**config.mk**
```make
export PLATFORM = sky130hd
export DESIGN_NAME = ins_fetch_unit
export DESIGN_NICKNAME = d
export VERILOG_FILES = /design/src/rtl/fetch_pkg.sv /design/src/rtl/next_pc_calc.sv /design/src/rtl/ins_fetch_unit.sv
export SDC_FILE = /design/constraint.sdc
export NUM_CORES = 1
export LEC_CHECK = 0
export CAP_MARGIN = 20
export CELL_PAD_IN_SITES_DETAIL_PLACEMENT = 1
export CELL_PAD_IN_SITES_GLOBAL_PLACEMENT = 1
export CORE_MARGIN = 1.5
export CORE_UTILIZATION = 35
export DETAILED_ROUTE_END_ITERATION = 16
export MAX_ROUTING_LAYER = met4
export PLACE_DENSITY = 0.9
export SETUP_SLACK_MARGIN = 0.5
export SKIP_CTS_REPAIR_TIMING = 1
export SLEW_MARGIN = 20
export SYNTH_ARGS = -nofsm -noshare
export SYNTH_HDL_FRONTEND = slang
export SYNTH_SLANG_ARGS = --single-unit
export TNS_END_PERCENT = 5
```
**constraint.sdc**
```tcl
create_clock -name CLK -period 5.97 [get_ports CLK]
set_clock_uncertainty 0.1 [all_clocks]
set_input_delay 1.194 -clock CLK [delete_from_list [all_inputs] [get_ports CLK]]
set_output_delay 1.194 -clock CLK [all_outputs]
set_load 0.05 [all_outputs]
```
**src/rtl/fetch_pkg.sv**
```systemverilog
// Shared types and constants for the instruction fetch unit.
// The optional halt feature is enabled by defining FETCH_HALT_EN.
package fetch_pkg;

  localparam int unsigned XLEN  = 32;
  localparam int unsigned JT_W  = 26;
  localparam int unsigned OP_W  = 6;

  // Opcode that stops fetching when the halt feature is built in
  localparam logic [OP_W-1:0] HALT_OP = 6'b111111;

  // Next-PC source select
  typedef enum logic [1:0] {
    PCSRC_SEQ    = 2'b00,
    PCSRC_BRANCH = 2'b01,
    PCSRC_JUMP   = 2'b10,
    PCSRC_REG    = 2'b11
  } pc_src_e;

  // Fetch controller states
  typedef enum logic [2:0] {
    ST_IDLE  = 3'd0,
    ST_FETCH = 3'd1,
    ST_VALID = 3'd2,
    ST_ERR   = 3'd3,
    ST_HALT  = 3'd4
  } fetch_state_e;

  // Redirect request presented by the decoder on a handshake
  typedef struct packed {
    logic             redirect;
    pc_src_e          src;
    logic [XLEN-1:0]  branch_off;
    logic [JT_W-1:0]  jump_tgt;
    logic [XLEN-1:0]  reg_tgt;
  } redirect_req_t;

endpackage

```
**src/rtl/next_pc_calc.sv**
```systemverilog
// Combinational next-PC selection plus alignment/range check against the
// instruction memory size.
module next_pc_calc
  import fetch_pkg::*;
#(
  parameter int unsigned MEM_BYTES = 128
) (
  input  logic [XLEN-1:0] pc4_i,
  input  redirect_req_t   req_i,
  output logic [XLEN-1:0] next_pc_c_o,
  output logic            addr_err_c_o
);

  // Highest byte address at which a full word still fits in memory
  localparam logic [XLEN-1:0] LAST_ADDR = XLEN'(MEM_BYTES - 4);

  // Select the next PC; only a redirect may leave the sequential path
  always_comb begin
    next_pc_c_o = pc4_i;
    if (req_i.redirect) begin
      case (req_i.src)
        PCSRC_BRANCH: next_pc_c_o = pc4_i + (req_i.branch_off << 2);
        PCSRC_JUMP:   next_pc_c_o = {pc4_i[XLEN-1:28], req_i.jump_tgt, 2'b00};
        PCSRC_REG:    next_pc_c_o = req_i.reg_tgt;
        default:      next_pc_c_o = pc4_i;
      endcase
    end
  end

  // Flag misaligned or out-of-memory targets
  always_comb begin
    addr_err_c_o = (|next_pc_c_o[1:0]) || (next_pc_c_o > LAST_ADDR);
  end

endmodule

```
**src/rtl/ins_fetch_unit.sv**
```systemverilog
// Instruction fetch unit: two-cycle fetch/present loop with decoder
// handshake, PC redirect, sticky address fault and optional halt opcode
// (enabled by defining FETCH_HALT_EN).
module ins_fetch_unit
  import fetch_pkg::*;
#(
  parameter logic [31:0] RESET_PC  = 32'h0000_0000,
  parameter int unsigned MEM_BYTES = 128
) (
  input  logic             CLK,
  input  logic             Reset,
  output logic             InsMemRW,
  output logic [XLEN-1:0]  InsAddr,
  input  logic [XLEN-1:0]  readIns,
  output logic [XLEN-1:0]  IR,
  output logic [XLEN-1:0]  CurPC,
  output logic [XLEN-1:0]  PC4,
  output logic             InsValid,
  input  logic             DecReady,
  input  logic             Redirect,
  input  logic [1:0]       PCSrc,
  input  logic [XLEN-1:0]  BranchOffset,
  input  logic [JT_W-1:0]  JumpTarget,
  input  logic [XLEN-1:0]  RegTarget,
  output logic             AddrErr,
  output logic             Halted
);

  fetch_state_e    state_q, state_d;
  logic [XLEN-1:0] pc_q, pc_d;
  logic [XLEN-1:0] ir_q, ir_d;
  logic [XLEN-1:0] curpc_q, curpc_d;
  logic [XLEN-1:0] pc4_q, pc4_d;
  logic            memrw_q, memrw_d;
  logic            valid_q, valid_d;
  logic            err_q, err_d;
`ifdef FETCH_HALT_EN
  logic            halted_q, halted_d;
`endif

  redirect_req_t   req;
  logic [XLEN-1:0] npc;
  logic            npc_err;

  // Bundle redirect inputs for the next-PC calculator
  always_comb begin
    req.redirect   = Redirect;
    req.src        = pc_src_e'(PCSrc);
    req.branch_off = BranchOffset;
    req.jump_tgt   = JumpTarget;
    req.reg_tgt    = RegTarget;
  end

  next_pc_calc #(
    .MEM_BYTES (MEM_BYTES)
  ) u_next_pc_calc (
    .pc4_i        (pc4_q),
    .req_i        (req),
    .next_pc_c_o  (npc),
    .addr_err_c_o (npc_err)
  );

  // FSM state register
  always_ff @(posedge CLK or posedge Reset) begin
    if (Reset) begin
      state_q <= ST_IDLE;
    end else begin
      state_q <= state_d;
    end
  end

  // Next-state and datapath update; redirect inputs only matter on a handshake
  always_comb begin
    state_d = state_q;
    pc_d    = pc_q;
    ir_d    = ir_q;
    curpc_d = curpc_q;
    pc4_d   = pc4_q;
    err_d   = err_q;
`ifdef FETCH_HALT_EN
    halted_d = halted_q;
`endif
    case (state_q)
      ST_IDLE: begin
        state_d = ST_FETCH;
      end
      ST_FETCH: begin
        ir_d    = readIns;
        curpc_d = pc_q;
        pc4_d   = pc_q + XLEN'(4);
        state_d = ST_VALID;
      end
      ST_VALID: begin
        if (DecReady) begin
`ifdef FETCH_HALT_EN
          if (ir_q[XLEN-1 -: OP_W] == HALT_OP) begin
            halted_d = 1'b1;
            state_d  = ST_HALT;
          end else
`endif
          if (npc_err) begin
            err_d   = 1'b1;
            state_d = ST_ERR;
          end else begin
            pc_d    = npc;
            state_d = ST_FETCH;
          end
        end
      end
      ST_ERR:  state_d = ST_ERR;
      ST_HALT: state_d = ST_HALT;
      default: state_d = ST_IDLE;
    endcase
    memrw_d = (state_d == ST_FETCH);
    valid_d = (state_d == ST_VALID);
  end

  // Datapath and output registers
  always_ff @(posedge CLK or posedge Reset) begin
    if (Reset) begin
      pc_q     <= RESET_PC;
      ir_q     <= '0;
      curpc_q  <= '0;
      pc4_q    <= '0;
      memrw_q  <= 1'b0;
      valid_q  <= 1'b0;
      err_q    <= 1'b0;
`ifdef FETCH_HALT_EN
      halted_q <= 1'b0;
`endif
    end else begin
      pc_q     <= pc_d;
      ir_q     <= ir_d;
      curpc_q  <= curpc_d;
      pc4_q    <= pc4_d;
      memrw_q  <= memrw_d;
      valid_q  <= valid_d;
      err_q    <= err_d;
`ifdef FETCH_HALT_EN
      halted_q <= halted_d;
`endif
    end
  end

  assign InsMemRW = memrw_q;
  assign InsAddr  = pc_q;
  assign IR       = ir_q;
  assign CurPC    = curpc_q;
  assign PC4      = pc4_q;
  assign InsValid = valid_q;
  assign AddrErr  = err_q;
`ifdef FETCH_HALT_EN
  assign Halted   = halted_q;
`else
  assign Halted   = 1'b0;
`endif

endmodule
```
### Yosys cells after proc, flatten, opt, wreduce, memory -nomap -nowiden

Cells that the tools add are included.
W data, S select, Z words.

* input bits: 128
* output and inout port bits: 132
* word-level logic and storage cells: 31
* register bits: 134

* order comparisons: 1
* muxes and demuxes: 5
* add/subtract/negate cells: 2
* reduce and logical (&&, ||, !) cells: 5
* bitwise logic cells: 1
* eq/ne operators: 9

Operators by type and width (count)
* $pmux W32 S3: 1
* $add A32 B3 Y32 const B: 1
* $add A32 B32 Y32: 1
* $gt A32 B7 Y1 const B: 1
* $mux W32: 1
* $pmux W3 S5: 1
* $eq A3 B2 Y1 const B: 3
* $eq A3 B1 Y1 const B: 2
* $reduce_and A3 Y1: 2
* $eq A2 B2 Y1 const B: 2
* $eq A3 B3 Y1 const B: 1
* $logic_not A3 Y1: 1
* $mux W3: 1
* $eq A2 B1 Y1 const B: 1
* $mux W2: 1
* $reduce_or A2 Y1: 1
* $logic_or A1 B1 Y1: 1
* $not A1 Y1: 1

### Logic depth before layout (Yosys ltp)

Gate-level depths: netlist of run 1.

* depth after elaboration: 9
* mapped depth: 14

### Hierarchy

A second synthesis of run 1 with hierarchy kept.

* cells, all modules: 1007
* area, all modules: 8410.6 um2

By module, submodules not included
* ins_fetch_unit: times used 1, cells an instance 567, area each 5565.3 um2
* next_pc_calc: times used 1, cells an instance 440, area each 2845.2 um2

### Worst setup path before layout of run 1

Ideal clock, no wire load.

* kind: input port to flip-flop
* from: input BranchOffset[0]
* to: register pc_q[2], in the netlist InsAddr[2]
* stages on the path: 13
* data arrival time: 4.163 ns
* path slack: 1.582 ns
* data required time: 5.745 ns
* buffers on the path: 1
* path through: ha_1 > fa_1 > a21o_1 > a221oi_4 > a2111oi_0 > nor2_1 > nand2_1 > o22ai_1 > mux2_2 > nor4_4 > nand3_2 > buf_6 > mux2_4

* cells in the longest elaborated chain, start to end: 7

Ends and longest elaborated chain
* from (decl): RTL line ins_fetch_unit.sv:22 `input logic [XLEN-1:0] BranchOffset,`
* $add A32 B32 Y32 *: RTL line next_pc_calc.sv:22 `PCSRC_BRANCH: next_pc_c_o = pc4_i + (req_i.branch_off << 2);`
* $pmux W32 S3 *: RTL line next_pc_calc.sv:21 `case (req_i.src)`
* $mux W32 *: RTL line next_pc_calc.sv:20 `if (req_i.redirect) begin`
* $gt A32 B7 Y1: RTL line next_pc_calc.sv:32 `addr_err_c_o = (|next_pc_c_o[1:0]) || (next_pc_c_o > LAST_ADDR);`
* $logic_or A1 B1 Y1: RTL line next_pc_calc.sv:32
* $not A1 Y1 (no line)
* $reduce_and A3 Y1 (no line)
* to (signal assigned): RTL line ins_fetch_unit.sv:132 `pc_q <= pc_d;`
* to (decl): RTL line ins_fetch_unit.sv:30 `logic [XLEN-1:0] pc_q, pc_d;`

Every way passes the cells marked *; elsewhere a longest branch is shown, timed or not.
A chain may end at the register's enable or synchronous reset.

### Worst setup path in the final report of run 1

* from: input BranchOffset[0]
* to: register pc_q[19], in the netlist InsAddr[19]

Same word-level chain as after synthesis.

==> results.py, run 1 <==
metrics = {
    "routing": {
        "dr.pass1.iters": 4,
        "drtIter0Drc": 375,
        "remaining_drc_errors": 0,
        "ant_nets": 0,
        "totalWireLength_um": 30800,
        "viasPerCell": 5.56,
        "routedWlPerCell_um": 22.6,
        "via_count": 7590,
    },
    "outcome": {
        "status": "finished clean",
    },
    "floorplan": {
        "start_util": 0.355,
        "ios": 260,
        "rows": 55,
        "die_area_um2": 23700,
        "die_y_um": 154,
        "core_um2": 22500,
        "die_x_um": 154,
    },
    "power_and_ir_drop": {
        "power_mw": 2.49,
        "power.leakage_nw": 4.93,
        "powerDensity_nw_per_um2": 218,
        "irDropWorstVdd_v": 0.000195,
    },
    "logic_synthesis": {
        "avgSynthCellArea_um2": 9.79,
        "synth_warnings": 0,
        "yosysMostFrequentCell": "dfrtp_1",
        "netlist_instances": 815,
        "synth_edf_count": 0,
        "netlist_area_um2": 7980,
        "synthFlopType": "dfrtp_1",
        "synth_top_cells_by_count": "132 x dfrtp_1, 81 x nor2_1, 78 x a21oi_1",
        "ys_seq_area_frac": 0.414,
        "ys_types": 79,
        "synthTopCellsByArea": "dfrtp_1 41%, mux2_2 10%, a21oi_1 4.9%",
        "syn-num-nets": 974,
        "synth_top_cell_by_area": "dfrtp_1",
        "ys_async_sr_fraction": 1.00,
        "synth-seq-cells": 132,
        "synth_top_area_share": 0.414,
    },
    "worst_setup_path": {
        "path_class": "in -> reg",
        "r2r-start": "PC4[2]",
        "start_kind": "input port",
        "critPathMaxFanout": 11,
        "r2r_cells": 13,
        "critPathArrivalTime_ps": 5410,
        "cp-end-kind": "flip-flop",
        "reg2reg_slack_ps": 1500,
        "r2r_end": "InsAddr[19]",
        "cp.required_ps": 6160,
    },
    "place": {
        "dp_hpwl_um": 23100,
        "gp_congestion": 0.948,
        "portBuffers": 256,
        "place_ws_ps": 253,
    },
    "timing": {
        "min_period_ps": 5220,
        "fin_crit_sh": 0.875,
        "fin_ws_ps": 748,
        "final_hold_viol_count": 0,
        "finalSetupTns_ps": 0,
        "setup_viol": 0,
        "slew_viol_final": 0,
        "fmax_mhz": 191,
        "slew_headroom": 0.429,
        "rsz0062_at_grt": "no",
        "worst_pin_slew_ps": 856,
    },
    "cts": {
        "clock-sinks": 132,
        "htree_levels": 4,
        "clkLatencyLatePin_ps": 420,
        "cts_buffer_depth": 2,
        "cts_tree": "done",
        "cts.reportedPaths.clkPinSlew_ps": 60,
        "cts-root-buf": "clkbuf_16",
        "cts_inserted_buffers": 17,
    },
    "finish": {
        "syn_to_final_growth_pct": 43.2,
        "fill_cells": 2488,
        "nNetsFinal": 1225,
        "seqCellArea_um2": 3300,
        "antennaDiodeCount": 0,
        "drive_above_1_share": 0.133,
        "multiInputGateArea_um2": 4430,
    },
    "global_routing": {
        "antenna_found_initial": 0,
        "grt_usage": 0.267,
        "grt_pass1_wl_um": 47400,
        "overflow": 0,
        "grt_max_degree": 95,
        "grt_pass1_vias": 8215,
    },
    "min_path": {
        "min-delay-start": "AddrErr",
        "hold_class": "reg -> reg",
        "hold-path-endpoint": "AddrErr",
        "hold_depth": 1,
    },
    "flow_run": {
        "cap_violations": 0,
    },
}
## report_power, final
part	internal, mW	switching (mW)	leakage (nW)
registers	0.917	0.0318	1.80
logic	0.220	0.310	2.85
clock network	0.584	0.432	0.281
total	1.72	0.773	4.93
## how the worst max path moves through the flow
stage / from / to / slack [ps]
6_report: BranchOffset[0] / InsAddr[19] / 750
5_1_grt: BranchOffset[0] / InsAddr[19] / 530
4_1_cts: BranchOffset[0] / InsAddr[19] / 650
3_5_place_dp: BranchOffset[0] / InsAddr[19] / 250
3_3_place_gp: BranchOffset[0] / InsAddr[26] / 360
2_1_floorplan: Reset / AddrErr / 1150
## metal layers
| metal | up-vias | routed length [um] | track usage |
|---|---|---|---|
| li1 | 3482 | - | - |
| met1 | 3770 | 12600 | 0.310 |
| met2 | 285 | 15500 | 0.466 |
| met3 | 53 | 1830 | 0.0499 |
| met4 | 0 | 805 | 0.0878 |
| met5 | - | 0 | - |
## registers in the layout (all words and copies together) (netlist names)
| register | cells |
|---|---|
| AddrErr | 1 |
| CurPC | 32 |
| IR | 32 |
| InsAddr | 32 |
| InsMemRW | 1 |
| InsValid | 1 |
| PC4 | 30 |
| state_q | 3 |
## area by class of cell
cell class              count  area share
multi-input cells         624       0.388
flip-flops and latches    132       0.289
repair buffers            273       0.235
clock buffers              17      0.0372
well taps                 285      0.0312
clock inverters            15      0.0128
inverters                  18     0.00635
## placed cells by master (no fill, tap or decap), types with 16 or more instances in the layout
master             n
nand2_1           47
xor2_1            20
xnor2_1           20
clkdlybuf4s50_1  256
a21oi_1           78
clkbuf_16         17
dfrtp_1          132
nor2_1            80
o21ai_0           30
ha_1              30
inv_1             16
nand3_1           20
nand4_1           18
and2_1            29
buf_4             17
mux2_2            71
## metrics by stage
step	instances	util	instance area, um2	hold slack [ps]
3_3_place_gp	1332	0.482	10800	365
6_report	1364	0.508	11400	385
4_1_cts	1364	0.507	11400	378
3_5_place_dp	1332	0.482	10800	346
2_1_floorplan	815	-	7980	363
5_1_grt	1364	0.508	11400	401
## cells by family (layout without fill, tap and decap cells)
group / after synthesis / in the layout / synth area share
AND/OR/NAND/NOR: 257 / 257 / 0.164
AO/OA/AOI/OAI: 209 / 209 / 0.174
flip-flops: 132 / 132 / 0.414
multiplexers: 86 / 86 / 0.121
buffers and inverters: 59 / 323 / 0.0337
XOR/XNOR: 40 / 40 / 0.0439
adder cells (fa/ha/maj): 31 / 31 / 0.0496
other: 1 / 1 / 0.000470
## worst max-delay path, cell delays in order
cell,delay (ps)
clkdlybuf4s50_1,410
ha_1,230
fa_1,420
a21o_1,220
a221oi_4,390
a2111oi_0,190
nor2_1,320
nand2_1,140
o22ai_1,170
mux2_2,380
nor4_4,560
nand3_4,330
buf_4,270
and2_1,170
(Power assumes the default switching activity.)
==> run 2: changes to the inputs <==
--- a/config.mk
+++ b/config.mk
@@ -6,10 +6,11 @@
 export NUM_CORES = 1
 export LEC_CHECK = 0
 export CAP_MARGIN = 20
-export CELL_PAD_IN_SITES_DETAIL_PLACEMENT = 1
-export CELL_PAD_IN_SITES_GLOBAL_PLACEMENT = 1
+export CELL_PAD_IN_SITES_DETAIL_PLACEMENT = 0
+export CELL_PAD_IN_SITES_GLOBAL_PLACEMENT = 2
 export CORE_MARGIN = 1.5
-export CORE_UTILIZATION = 35
+export CORE_UTILIZATION = 28
+export CTS_CLUSTER_SIZE = 14
 export DETAILED_ROUTE_END_ITERATION = 16
 export MAX_ROUTING_LAYER = met4
 export PLACE_DENSITY = 0.9
==> run 2 against run 1 <==
Sequential power about the same. Final cell count increased by 7.0%. Hold slack worse by 20 ps. Largest power group unchanged. First-iteration DRC count shrank 4.5%. Core utilization down 9.2 points. Clock power grew 8%.
==> results.py, run 2 (same netlist as run 1, synthesis figures left out) <==
metrics = {
    "flow_run": {
        "cap_violations": 0,
    },
    "cts": {
        "htree_levels": 4,
        "clock-sinks": 132,
        "cts_inserted_buffers": 17,
        "cts.reportedPaths.clkPinSlew_ps": 60,
        "clkLatencyLatePin_ps": 410,
        "cts_tree": "done",
        "cts_buffer_depth": 2,
        "cts-root-buf": "clkbuf_16",
    },
    "timing": {
        "min_period_ps": 5080,
        "finalSetupTns_ps": 0,
        "fin_crit_sh": 0.851,
        "fin_ws_ps": 889,
        "fmax_mhz": 197,
        "slew_headroom": 0.461,
        "final_hold_viol_count": 0,
        "rsz0062_at_grt": "no",
        "setup_viol": 0,
        "worst_pin_slew_ps": 808,
        "slew_viol_final": 0,
    },
    "global_routing": {
        "antenna_found_initial": 0,
        "grt_pass1_wl_um": 40300,
        "grt_max_degree": 92,
        "grt_usage": 0.182,
        "overflow": 0,
        "grt_pass1_vias": 7180,
    },
    "power_and_ir_drop": {
        "pwr-share-clk": 0.430,
        "power.internal_mw": 1.84,
        "power_mw": 2.57,
        "irDropWorstVdd_v": 0.000187,
        "switchingPower_uw": 727,
        "pwr-share-comb": 0.202,
        "pwr-share-seq": 0.368,
        "power.leakage_nw": 4.97,
        "powerDensity_nw_per_um2": 221,
        "swShare": 0.283,
    },
    "place": {
        "place_ws_ps": 216,
        "gp_congestion": 0.906,
        "placed_area_um2": 11000,
        "dp_hpwl_um": 20400,
        "portBuffers": 256,
    },
    "min_path": {
        "hold_class": "reg -> reg",
    },
    "routing": {
        "viasPerCell": 4.94,
        "dr.pass1.iters": 5,
        "remaining_drc_errors": 0,
        "totalWireLength_um": 26200,
        "via_count": 7206,
        "drtIter0Drc": 358,
        "routedWlPerCell_um": 17.9,
        "ant_nets": 0,
    },
    "floorplan": {
        "rows": 61,
        "core_um2": 27900,
        "ios": 260,
        "die_x_um": 172,
        "die_y_um": 172,
        "start_util": 0.286,
        "die_area_um2": 29500,
    },
    "finish": {
        "nNetsFinal": 1229,
        "fill_cells": 2778,
        "fin_area_um2": 11600,
        "multiInputGateArea_um2": 4420,
        "drive_above_1_share": 0.135,
        "antennaDiodeCount": 0,
        "final_cell_mix": "256 x clkdlybuf4s50_1, 132 x dfrtp_1, 80 x nor2_1",
        "layout_commonest_cell": "clkdlybuf4s50_1",
        "seqCellArea_um2": 3300,
        "syn_to_final_growth_pct": 45.6,
    },
    "worst_setup_path": {
        "start_kind": "input port",
        "slowest_stage": "nor4_4",
        "cpPeakStageDelay_ps": 590,
        "path_class": "in -> reg",
        "cp-end-kind": "flip-flop",
        "critPathArrivalTime_ps": 5270,
        "critPathMaxFanout": 14,
        "path_cells": "clkdlybuf4s50_1, ha_1, fa_1, a21o_1, a221oi_4, xnor2_1, a21oi_2, o221ai_1, a211oi_2, nand3_1, nor4_4, nand3_2, buf_4, and2_1",
        "crit_family": "simple AND/OR/NAND/NOR gates",
        "cp.required_ps": 6160,
        "crit_buf_inv": 2,
    },
    "outcome": {
        "status": "finished clean",
    },
}
## run 2: cell count changes in the layout (fill, tap and decap cells not counted), sizes merged
cell      delta
buf          +4
clkinv       -4
bufinv       +3
clkinvlp     +1
inv          -1
## run 2: layout make-up
cell class	count	share of cell area
clock inverter	14	0.0173
tap	378	0.0407
sequential	132	0.284
clock buffer	17	0.0366
multi-input combinational	624	0.381
inverter	18	0.00625
timing repair buffer	277	0.234
## run 2: per-stage QoR
stage / cells / hold slack, ps / util
after floorplan: 815 / 363 / -
after CTS: 1460 / 368 / 0.416
after global routing: 1460 / 402 / 0.416
final: 1460 / 365 / 0.416
after global placement: 1429 / 344 / 0.393
after detailed placement: 1429 / 354 / 0.393
## run 2: per-layer routing
| metal | up-vias | global-route usage | part of all wire |
|---|---|---|---|
| met4 | 0 | 0.0469 | 0.015 |
| met1 | 3425 | 0.240 | 0.45 |
| met5 | - | - | 0 |
| met2 | 263 | 0.291 | 0.46 |
| li1 | 3489 | - | - |
| met3 | 29 | 0.0295 | 0.069 |
## run 2: power by group through the flow
| stage | Clock [mW] | Sequential [mW] | Combinational (mW) |
|---|---|---|---|
| floorplan | 0 | 1.03 | 0.226 |
| global placement | 0 | 0.962 | 0.515 |
| detailed placement | 0 | 0.963 | 0.516 |
| CTS | 1.14 | 0.947 | 0.519 |
| global route | 1.17 | 0.950 | 0.560 |
| finish | 1.10 | 0.946 | 0.519 |
## run 2: worst paths after layout
path | startpoint | endpoint | slack (ps) | cells after the start
setup / recovery | BranchOffset[0] | InsAddr[17] | 890 | 14
hold / removal | AddrErr | AddrErr | 360 | 1
setup reg to reg | PC4[2] | InsAddr[17] | 1610 | 13
hold reg to reg | AddrErr | AddrErr | 360 | 1
max in group asynchronous | Reset | CurPC[23] | 3480 | 3
min in group asynchronous | Reset | IR[16] | 1230 | 2
